`src/rtl/mms_pkg.sv`:
```
// Shared types and constants for the min/max frame sequencer.
// The state encoding, mode constants and default data width live here so every file agrees on them.
package mms_pkg;

  typedef enum logic [1:0] {
    ST_IDLE = 2'd0,
    ST_RUN  = 2'd1,
    ST_DONE = 2'd2
  } state_t;

  localparam logic MODE_MAX = 1'b0;
  localparam logic MODE_MIN = 1'b1;

  localparam int DEF_WIDTH = 8;

endpackage

```
`src/rtl/mms_cmp2.sv`:
```
// Strict unsigned compare deciding whether a new number b replaces the accumulator a.
// Ties never pick b, so the earlier value is kept.
module mms_cmp2
  import mms_pkg::*;
#(
  parameter int WIDTH = DEF_WIDTH
) (
  input  logic [WIDTH-1:0] a,
  input  logic [WIDTH-1:0] b,
  input  logic             select,
  output logic             pick_b
);

  assign pick_b = (select == MODE_MIN) ? (b < a) : (b > a);

endmodule

```
`src/rtl/mms_seq_ctrl.sv`:
```
// Frame sequencer: accepts len+1 numbers after a start request and reports their max or min.
// All outputs are registered; the result is held until the consumer handshakes it away.
//
//   state   | meaning
//   IDLE    | waiting for start; mode and length are captured on start
//   RUN     | in_ready high, numbers folded into the accumulator on each transfer
//   DONE    | result valid, held until out_ready
module mms_seq_ctrl
  import mms_pkg::*;
#(
  parameter int WIDTH = DEF_WIDTH,
  parameter int LEN_W = 3
) (
  input  logic             clk,
  input  logic             rst_n,
  input  logic             start,
  input  logic             select,
  input  logic [LEN_W-1:0] len,
  input  logic             in_valid,
  output logic             in_ready,
  input  logic [WIDTH-1:0] number,
  output logic             out_valid,
  input  logic             out_ready,
  output logic [WIDTH-1:0] result,
  output logic             busy
);

  localparam logic [LEN_W:0] CNT_ONE = {{LEN_W{1'b0}}, 1'b1};

  state_t           r_state;
  logic             r_mode;
  logic [LEN_W-1:0] r_len;
  logic [LEN_W:0]   r_count;
  logic [WIDTH-1:0] r_acc;
  logic [WIDTH-1:0] r_result;
  logic             r_in_ready;
  logic             r_out_valid;
  logic             r_busy;

  logic             w_xfer;
  logic             w_first;
  logic             w_pick;
  logic [WIDTH-1:0] w_next_acc;

  // r_in_ready is only ever high in RUN, so it doubles as the state qualifier
  assign w_xfer     = r_in_ready & in_valid;
  assign w_first    = (r_count == ({1'b0, r_len} + CNT_ONE));
  assign w_next_acc = (w_first || w_pick) ? number : r_acc;

  mms_cmp2 #(
    .WIDTH(WIDTH)
  ) u_cmp (
    .a     (r_acc),
    .b     (number),
    .select(r_mode),
    .pick_b(w_pick)
  );

  always_ff @(posedge clk) begin
    if (!rst_n) begin
      r_state     <= ST_IDLE;
      r_mode      <= MODE_MAX;
      r_len       <= '0;
      r_count     <= '0;
      r_acc       <= '0;
      r_result    <= '0;
      r_in_ready  <= 1'b0;
      r_out_valid <= 1'b0;
      r_busy      <= 1'b0;
    end else begin
      case (r_state)
        ST_IDLE: begin
          if (start) begin
            r_mode     <= select;
            r_len      <= len;
            r_count    <= {1'b0, len} + CNT_ONE;
            r_in_ready <= 1'b1;
            r_busy     <= 1'b1;
            r_state    <= ST_RUN;
          end
        end
        ST_RUN: begin
          if (w_xfer) begin
            r_acc   <= w_next_acc;
            r_count <= r_count - CNT_ONE;
            if (r_count == CNT_ONE) begin
              r_result    <= w_next_acc;
              r_out_valid <= 1'b1;
              r_in_ready  <= 1'b0;
              r_state     <= ST_DONE;
            end
          end
        end
        ST_DONE: begin
          if (out_ready) begin
            r_out_valid <= 1'b0;
            r_busy      <= 1'b0;
            r_state     <= ST_IDLE;
          end
        end
        default: begin
          r_in_ready  <= 1'b0;
          r_out_valid <= 1'b0;
          r_busy      <= 1'b0;
          r_state     <= ST_IDLE;
        end
      endcase
    end
  end

  assign in_ready  = r_in_ready;
  assign out_valid = r_out_valid;
  assign result    = r_result;
  assign busy      = r_busy;

endmodule

```
`config.mk`:
```
export PLATFORM = sky130hd
export DESIGN_NAME = mms_seq_ctrl
export DESIGN_NICKNAME = d
export VERILOG_FILES = /design/src/rtl/mms_pkg.sv /design/src/rtl/mms_cmp2.sv /design/src/rtl/mms_seq_ctrl.sv
export SDC_FILE = /design/constraint.sdc
export NUM_CORES = 1
export LEC_CHECK = 0
export CAP_MARGIN = 20
export CELL_PAD_IN_SITES_DETAIL_PLACEMENT = 1
export CELL_PAD_IN_SITES_GLOBAL_PLACEMENT = 1
export CORE_MARGIN = 3
export CORE_UTILIZATION = 36
export DETAILED_ROUTE_END_ITERATION = 16
export MAX_ROUTING_LAYER = met4
export PLACE_DENSITY = 0.72
export SKIP_CTS_REPAIR_TIMING = 1
export SLEW_MARGIN = 15
export SYNTH_ARGS = -nofsm -noshare
export SYNTH_HDL_FRONTEND = slang
export SYNTH_SLANG_ARGS = --single-unit
export TNS_END_PERCENT = 1
```
`constraint.sdc`:
```
create_clock -name clk -period 1.9 [get_ports clk]
set_clock_uncertainty 0.1 [all_clocks]
set_input_delay 0.19 -clock clk [delete_from_list [all_inputs] [get_ports clk]]
set_output_delay 0.19 -clock clk [all_outputs]
set_load 0.01 [all_outputs]
```
==> impl_metrics.env, run 1 <==
export IMPL_worstHoldPathCells=4
export IMPL_synth_area_leaders="dfxtp_1, ha_1, mux2i_1"
export IMPL_critPathMaxFanout=7
export IMPL_critPathRequiredTime_ps=2000
export IMPL_fin_nets=286
export IMPL_n_antenna_cell=0
export IMPL_finalWirelength_mm=5.19
export IMPL_place_inst=301
export IMPL_drc_errors=0
export IMPL_io_buffers=27
export IMPL_status="finished, violations left"
export IMPL_start_kind="flop"
export IMPL_rr_endpoint="r_acc[4]"
export IMPL_drt_iter0_drc=64
export IMPL_critPathArrivalTime_ps=2290
export IMPL_worstMarginPinSlew_ps=538
export IMPL_ys_seq_area_frac=0.336
export IMPL_clock_latency_ps=280
export IMPL_reg2reg_depth=9
export IMPL_grt_pass1_vias=1729
export IMPL_layout_min_cycle_time_ps=2190
export IMPL_r2r_slack_ps=-290
export IMPL_ant_nets=0
export IMPL_slew_headroom=0.640
export IMPL_antenna_found_initial=0
export IMPL_grt_usage=0.197
export IMPL_timing_final_max_slew_violations=0
export IMPL_start_util=0.383
export IMPL_crit_buf_inv=2
export IMPL_vias_per_cell=5.39
export IMPL_slowest_stage="dfxtp_2"
export IMPL_syn_area_um2=1730
export IMPL_power_density_nw_per_um2=621
export IMPL_synth_main_ff_cell="dfxtp_1"
export IMPL_path_cells="inv_1 -> ha_1 -> a21oi_1 -> nor2_1 -> a211oi_2 -> a32oi_4 -> a21oi_4 -> buf_12 -> mux2i_1"
export IMPL_violations="setup timing"
export IMPL_synth_top_area_share=0.336
export IMPL_overflow=0
export IMPL_crit_type="flop to flop"
export IMPL_area_growth_pct=42.2
export IMPL_drive_above_1_share=0.256
export IMPL_final_cells=310
export IMPL_yosysTopAreaCell="dfxtp_1"
export IMPL_max_freq_mhz=457
export IMPL_synthCells=198
export IMPL_hold_start="number[0]"
export IMPL_p_leak_nw=0.974
export IMPL_num_rows=24
export IMPL_root_buffer="clkbuf_8"
export IMPL_fin_tns_setup_ps=-3970
export IMPL_hold_end="r_acc[0]"
export IMPL_cts_path_max_buffers=2
export IMPL_boundaryPins=28
export IMPL_synth_area_per_cell_um2=8.72
export IMPL_rr_startpoint="r_acc[5]"
export IMPL_worst_slack_ps=-287
export IMPL_ys_ff_latch=29
export IMPL_dpl_cell_area_um2=2260
export IMPL_gp_congestion=0.910
export IMPL_dr_pass1_iters=4
export IMPL_hold_viol_final=0
export IMPL_cts_buffers=5
export IMPL_design_core_area_um2=4500
export IMPL_hold_slack_ps=259
export IMPL_die_x_um=75.3
export IMPL_slowest_delay_ps=330
export IMPL_worst_setup_path_end_kind="flop"
export IMPL_ys_warn_count=0
export IMPL_clkTransAtPathRegs_ps=60
export IMPL_syn_nets=227
export IMPL_cpLargestDelayFamily="compound AO/OA/AOI/OAI gates"
export IMPL_synthArstFlopShare=0
export IMPL_rsz0062_at_grt="yes"
export IMPL_grt_pass1_wl_mm=8.05
export IMPL_grt_max_degree=18
export IMPL_finalSetupViolations=16
export IMPL_hpwlAfterDp_mm=4.00
export IMPL_min_path_type="input port to flop"
export IMPL_cts_tree="built"
export IMPL_period_share=1.15
export IMPL_avgRoutedWirePerCell_um=16.7
export IMPL_htree_levels=2
export IMPL_ir_drop_mv=0.395
export IMPL_stdcell_area_um2=2450
export IMPL_synth_edf_count=0
export IMPL_die_y_um=75.3
export IMPL_yosys_cell_types_count=37
export IMPL_fill_cells=536
export IMPL_vias=1670
export IMPL_cap_violations=0
export IMPL_cts_num_sinks=29
export IMPL_die_area_um2=5660
state kept, by name, indices dropped and copies added, names as in the netlist:
register / count
out_valid: 1
r_count: 4
r_state: 2
in_ready: 1
r_len: 3
result: 8
r_mode: 1
busy: 1
r_acc: 8
area by class of cell:
cell class,count,area [um2],area share
repair buffers,60,552,0.225
multi-input cells,149,1130,0.460
clock buffers,8,80.1,0.0326
flip-flops and latches,29,583,0.238
well taps,52,65.1,0.0265
inverters,12,45.0,0.0183
logic make-up after synthesis:
kind of cell,Yosys count,share of synthesized area
buffers and inverters,20,0.0580
XOR/XNOR,5,0.0254
AO/OA/AOI/OAI,49,0.230
adder cells (fa/ha/maj),12,0.0870
flip-flops,29,0.336
multiplexers,12,0.0696
AND/OR/NAND/NOR,71,0.194
worst register-to-register path: stages (launching register included):
cell and delay (ps):
dfxtp_2 330, inv_1 50, ha_1 290, a21oi_1 200
nor2_1 80, a211oi_2 270, a32oi_4 240, a21oi_4 220
buf_12 150, mux2i_1 190
report_power, final:
part           internal, mW  switching (mW)  leakage (nW)  total, mW
clock network         0.260           0.231        0.0395      0.490
registers             0.633          0.0233         0.237      0.657
logic                 0.187           0.191         0.698      0.378
cells in the final DEF, fill, tap and decap left out, types with 2 or more instances in the layout:
master	n
buf_4	30
nand2_1	27
dfxtp_1	27
clkdlybuf4s50_1	25
nor2_1	19
a211oi_2	15
mux2i_1	12
o21ai_0	12
inv_1	11
ha_1	9
nor2b_1	8
a21oi_1	7
clkbuf_8	5
nand4_1	4
xor2_1	4
nor3_1	3
and2_1	3
ha_4	3
clkbuf_1	3
o211ai_1	2
a211oi_1	2
a31oi_1	2
dlymetal6s2s_1	2
buf_12	2
dfxtp_2	2
layer usage:
layer	vias to the layer above	part of all wire	GRT usage
li1	809	-	-
met1	808	0.40	0.205
met2	39	0.53	0.351
met3	14	0.032	0.0374
met4	0	0.030	0.101
met5	-	0	-
worst max path at each step:
stage	start	to	depth (start not counted)	slack (ps)
global placement	number[1]	result[4]	9	-560
finish	r_acc[5]	r_acc[4]	9	-290
CTS	r_acc[1]	result[3]	9	-380
detailed placement	number[1]	result[3]	9	-590
floorplan	r_acc[1]	r_acc[0]	9	-160
global route	r_acc[5]	r_acc[4]	9	-420
per-stage QoR:
step / setup slack, ps / utilization / power (mW)
after floorplan: -163 / - / 0.878
after detailed placement: -594 / 0.502 / 1.01
after global placement: -555 / 0.502 / 0.990
final: -287 / 0.545 / 1.52
after CTS: -376 / 0.519 / 1.50
after global routing: -422 / 0.545 / 1.61
synthesized netlist by cell type, drive strengths merged (3+ instances only):
master   n
o21ai   12
buf      3
dfxtp   29
a21oi    8
nor3     3
and2     4
nand2   27
clkbuf   5
ha      12
nor2    19
xor2     4
inv     12
nor2b    9
mux2i   12
a211oi  17
nand4    4
Power figures use the tool's default switching activity.
==> run 2, diff against run 1 <==
- CORE_UTILIZATION: 36 -> 40
- PLACE_DENSITY: 0.72 -> 0.76
- clock period: 1.9 -> 2.2 ns (I/O delays scaled with it)
==> run 2 against run 1 <==
- the run still ends with setup timing left
- sequential share of layout area grew 0.37 points
- first-iteration DRC count grew 39%
- final area shrank 1.3%
- sequential cell count is the same
- critical path depth shrank 1
==> impl_metrics.env, run 2 (synthesized netlist as in run 1, its figures left out) <==
export IMPL_status="finished, violations left"
export IMPL_violations="setup timing"
export IMPL_hold_start="number[0]"
export IMPL_vias_per_cell=5.45
export IMPL_hold_end="result[0]"
export IMPL_max_freq_mhz=426
export IMPL_num_rows=23
export IMPL_area_growth_pct=40.3
export IMPL_min_path_type="input port to flop"
export IMPL_rsz0062_at_grt="yes"
export IMPL_critPathArrivalTime_ps=2480
export IMPL_rr_endpoint="r_acc[0]"
export IMPL_htree_levels=2
export IMPL_grt_pass1_vias=1719
export IMPL_fin_tns_setup_ps=-1360
export IMPL_finalWirelength_mm=5.54
export IMPL_worstMarginPinSlew_ps=621
export IMPL_clock_latency_ps=300
export IMPL_die_y_um=71.7
export IMPL_layout_min_cycle_time_ps=2350
export IMPL_cts_buffers=5
export IMPL_drt_iter0_drc=89
export IMPL_dpl_cell_area_um2=2210
export IMPL_drive_above_1_share=0.258
export IMPL_cts_num_sinks=29
export IMPL_p_seq_frac=0.425
export IMPL_p_switching_uw=414
export IMPL_antenna_found_initial=0
export IMPL_finalSetupViolations=16
export IMPL_overflow=0
export IMPL_place_ws_ps=-394
export IMPL_place_inst=294
export IMPL_gp_congestion=0.848
export IMPL_ant_nets=0
export IMPL_drc_errors=0
export IMPL_clkTransAtPathRegs_ps=70
export IMPL_avgRoutedWirePerCell_um=18.1
export IMPL_grt_usage=0.212
export IMPL_root_buffer="clkbuf_8"
export IMPL_p_sw_frac=0.307
export IMPL_final_cell_mix="buf_4, nand2_1, dfxtp_1"
export IMPL_rr_startpoint="r_acc[6]"
export IMPL_crit_type="input port to flop"
export IMPL_final_util=0.593
export IMPL_crit_start="number[6]"
export IMPL_slew_headroom=0.585
export IMPL_cap_violations=0
export IMPL_worst_setup_path_end_kind="flop"
export IMPL_hpwlAfterDp_mm=3.71
export IMPL_timing_final_max_slew_violations=0
export IMPL_final_common_cell="buf_4"
export IMPL_n_antenna_cell=0
export IMPL_worst_slack_ps=-150
export IMPL_design_core_area_um2=4090
export IMPL_critPathMaxFanout=6
export IMPL_grt_pass1_wl_mm=8.22
export IMPL_p_clk_frac=0.330
export IMPL_power_density_nw_per_um2=557
export IMPL_start_kind="input port"
export IMPL_reg2reg_depth=8
export IMPL_ir_drop_mv=0.370
export IMPL_worstHoldPathCells=4
export IMPL_die_x_um=71.7
export IMPL_die_area_um2=5140
export IMPL_grt_max_degree=15
export IMPL_start_util=0.423
export IMPL_final_cells=306
export IMPL_fin_nets=284
export IMPL_internal_power_uw=935
export IMPL_cts_path_max_buffers=2
export IMPL_vias=1667
export IMPL_r2r_slack_ps=-130
export IMPL_io_buffers=27
export IMPL_combPwrFrac=0.245
export IMPL_dr_pass1_iters=4
export IMPL_design_power_total_mw=1.35
export IMPL_hold_viol_final=0
export IMPL_stdcell_area_um2=2420
export IMPL_critPathRequiredTime_ps=2330
export IMPL_hold_slack_ps=292
export IMPL_p_leak_nw=0.960
export IMPL_period_share=1.07
export IMPL_boundaryPins=28
export IMPL_cts_tree="built"
run 2: how the worst max path moves through the flow:
stage	end	depth (start not counted)
finish	r_acc[0]	8
global route	r_acc[5]	9
CTS	r_acc[0]	10
detailed placement	result[5]	10
global placement	result[2]	10
floorplan	r_acc[0]	9
run 2: layout make-up:
class                           count  area, um2
Fill cell                         485       1660
Clock buffer                        8       80.1
Sequential cell                    29        584
Inverter                           12       45.0
Multi-Input combinational cell    149       1130
Timing Repair Buffer               58        522
Tap cell                           50       62.6
run 2: critical path, stage by stage:
cell,delay (ps)
clkdlybuf4s50_1,440
ha_1,340
nand4_1,210
a21o_1,280
a211o_4,400
a21oi_4,210
buf_6,160
mux2i_4,220
run 2: routing by layer:
metal / GRT usage / vias up / routed length [um]
met5: - / - / 0
met2: 0.386 / 42 / 2910
li1: - / 809 / -
met1: 0.223 / 803 / 2250
met3: 0.0561 / 13 / 219
met4: 0.0626 / 0 / 157
run 2: power groups by stage:
stage | clock (mW) | sequential (mW) | combinational, mW
6_report | 0.445 | 0.573 | 0.331
5_1_grt | 0.482 | 0.575 | 0.363
4_1_cts | 0.449 | 0.572 | 0.288
3_5_place_dp | 0 | 0.584 | 0.285
3_3_place_gp | 0 | 0.583 | 0.271
2_1_floorplan | 0 | 0.580 | 0.179
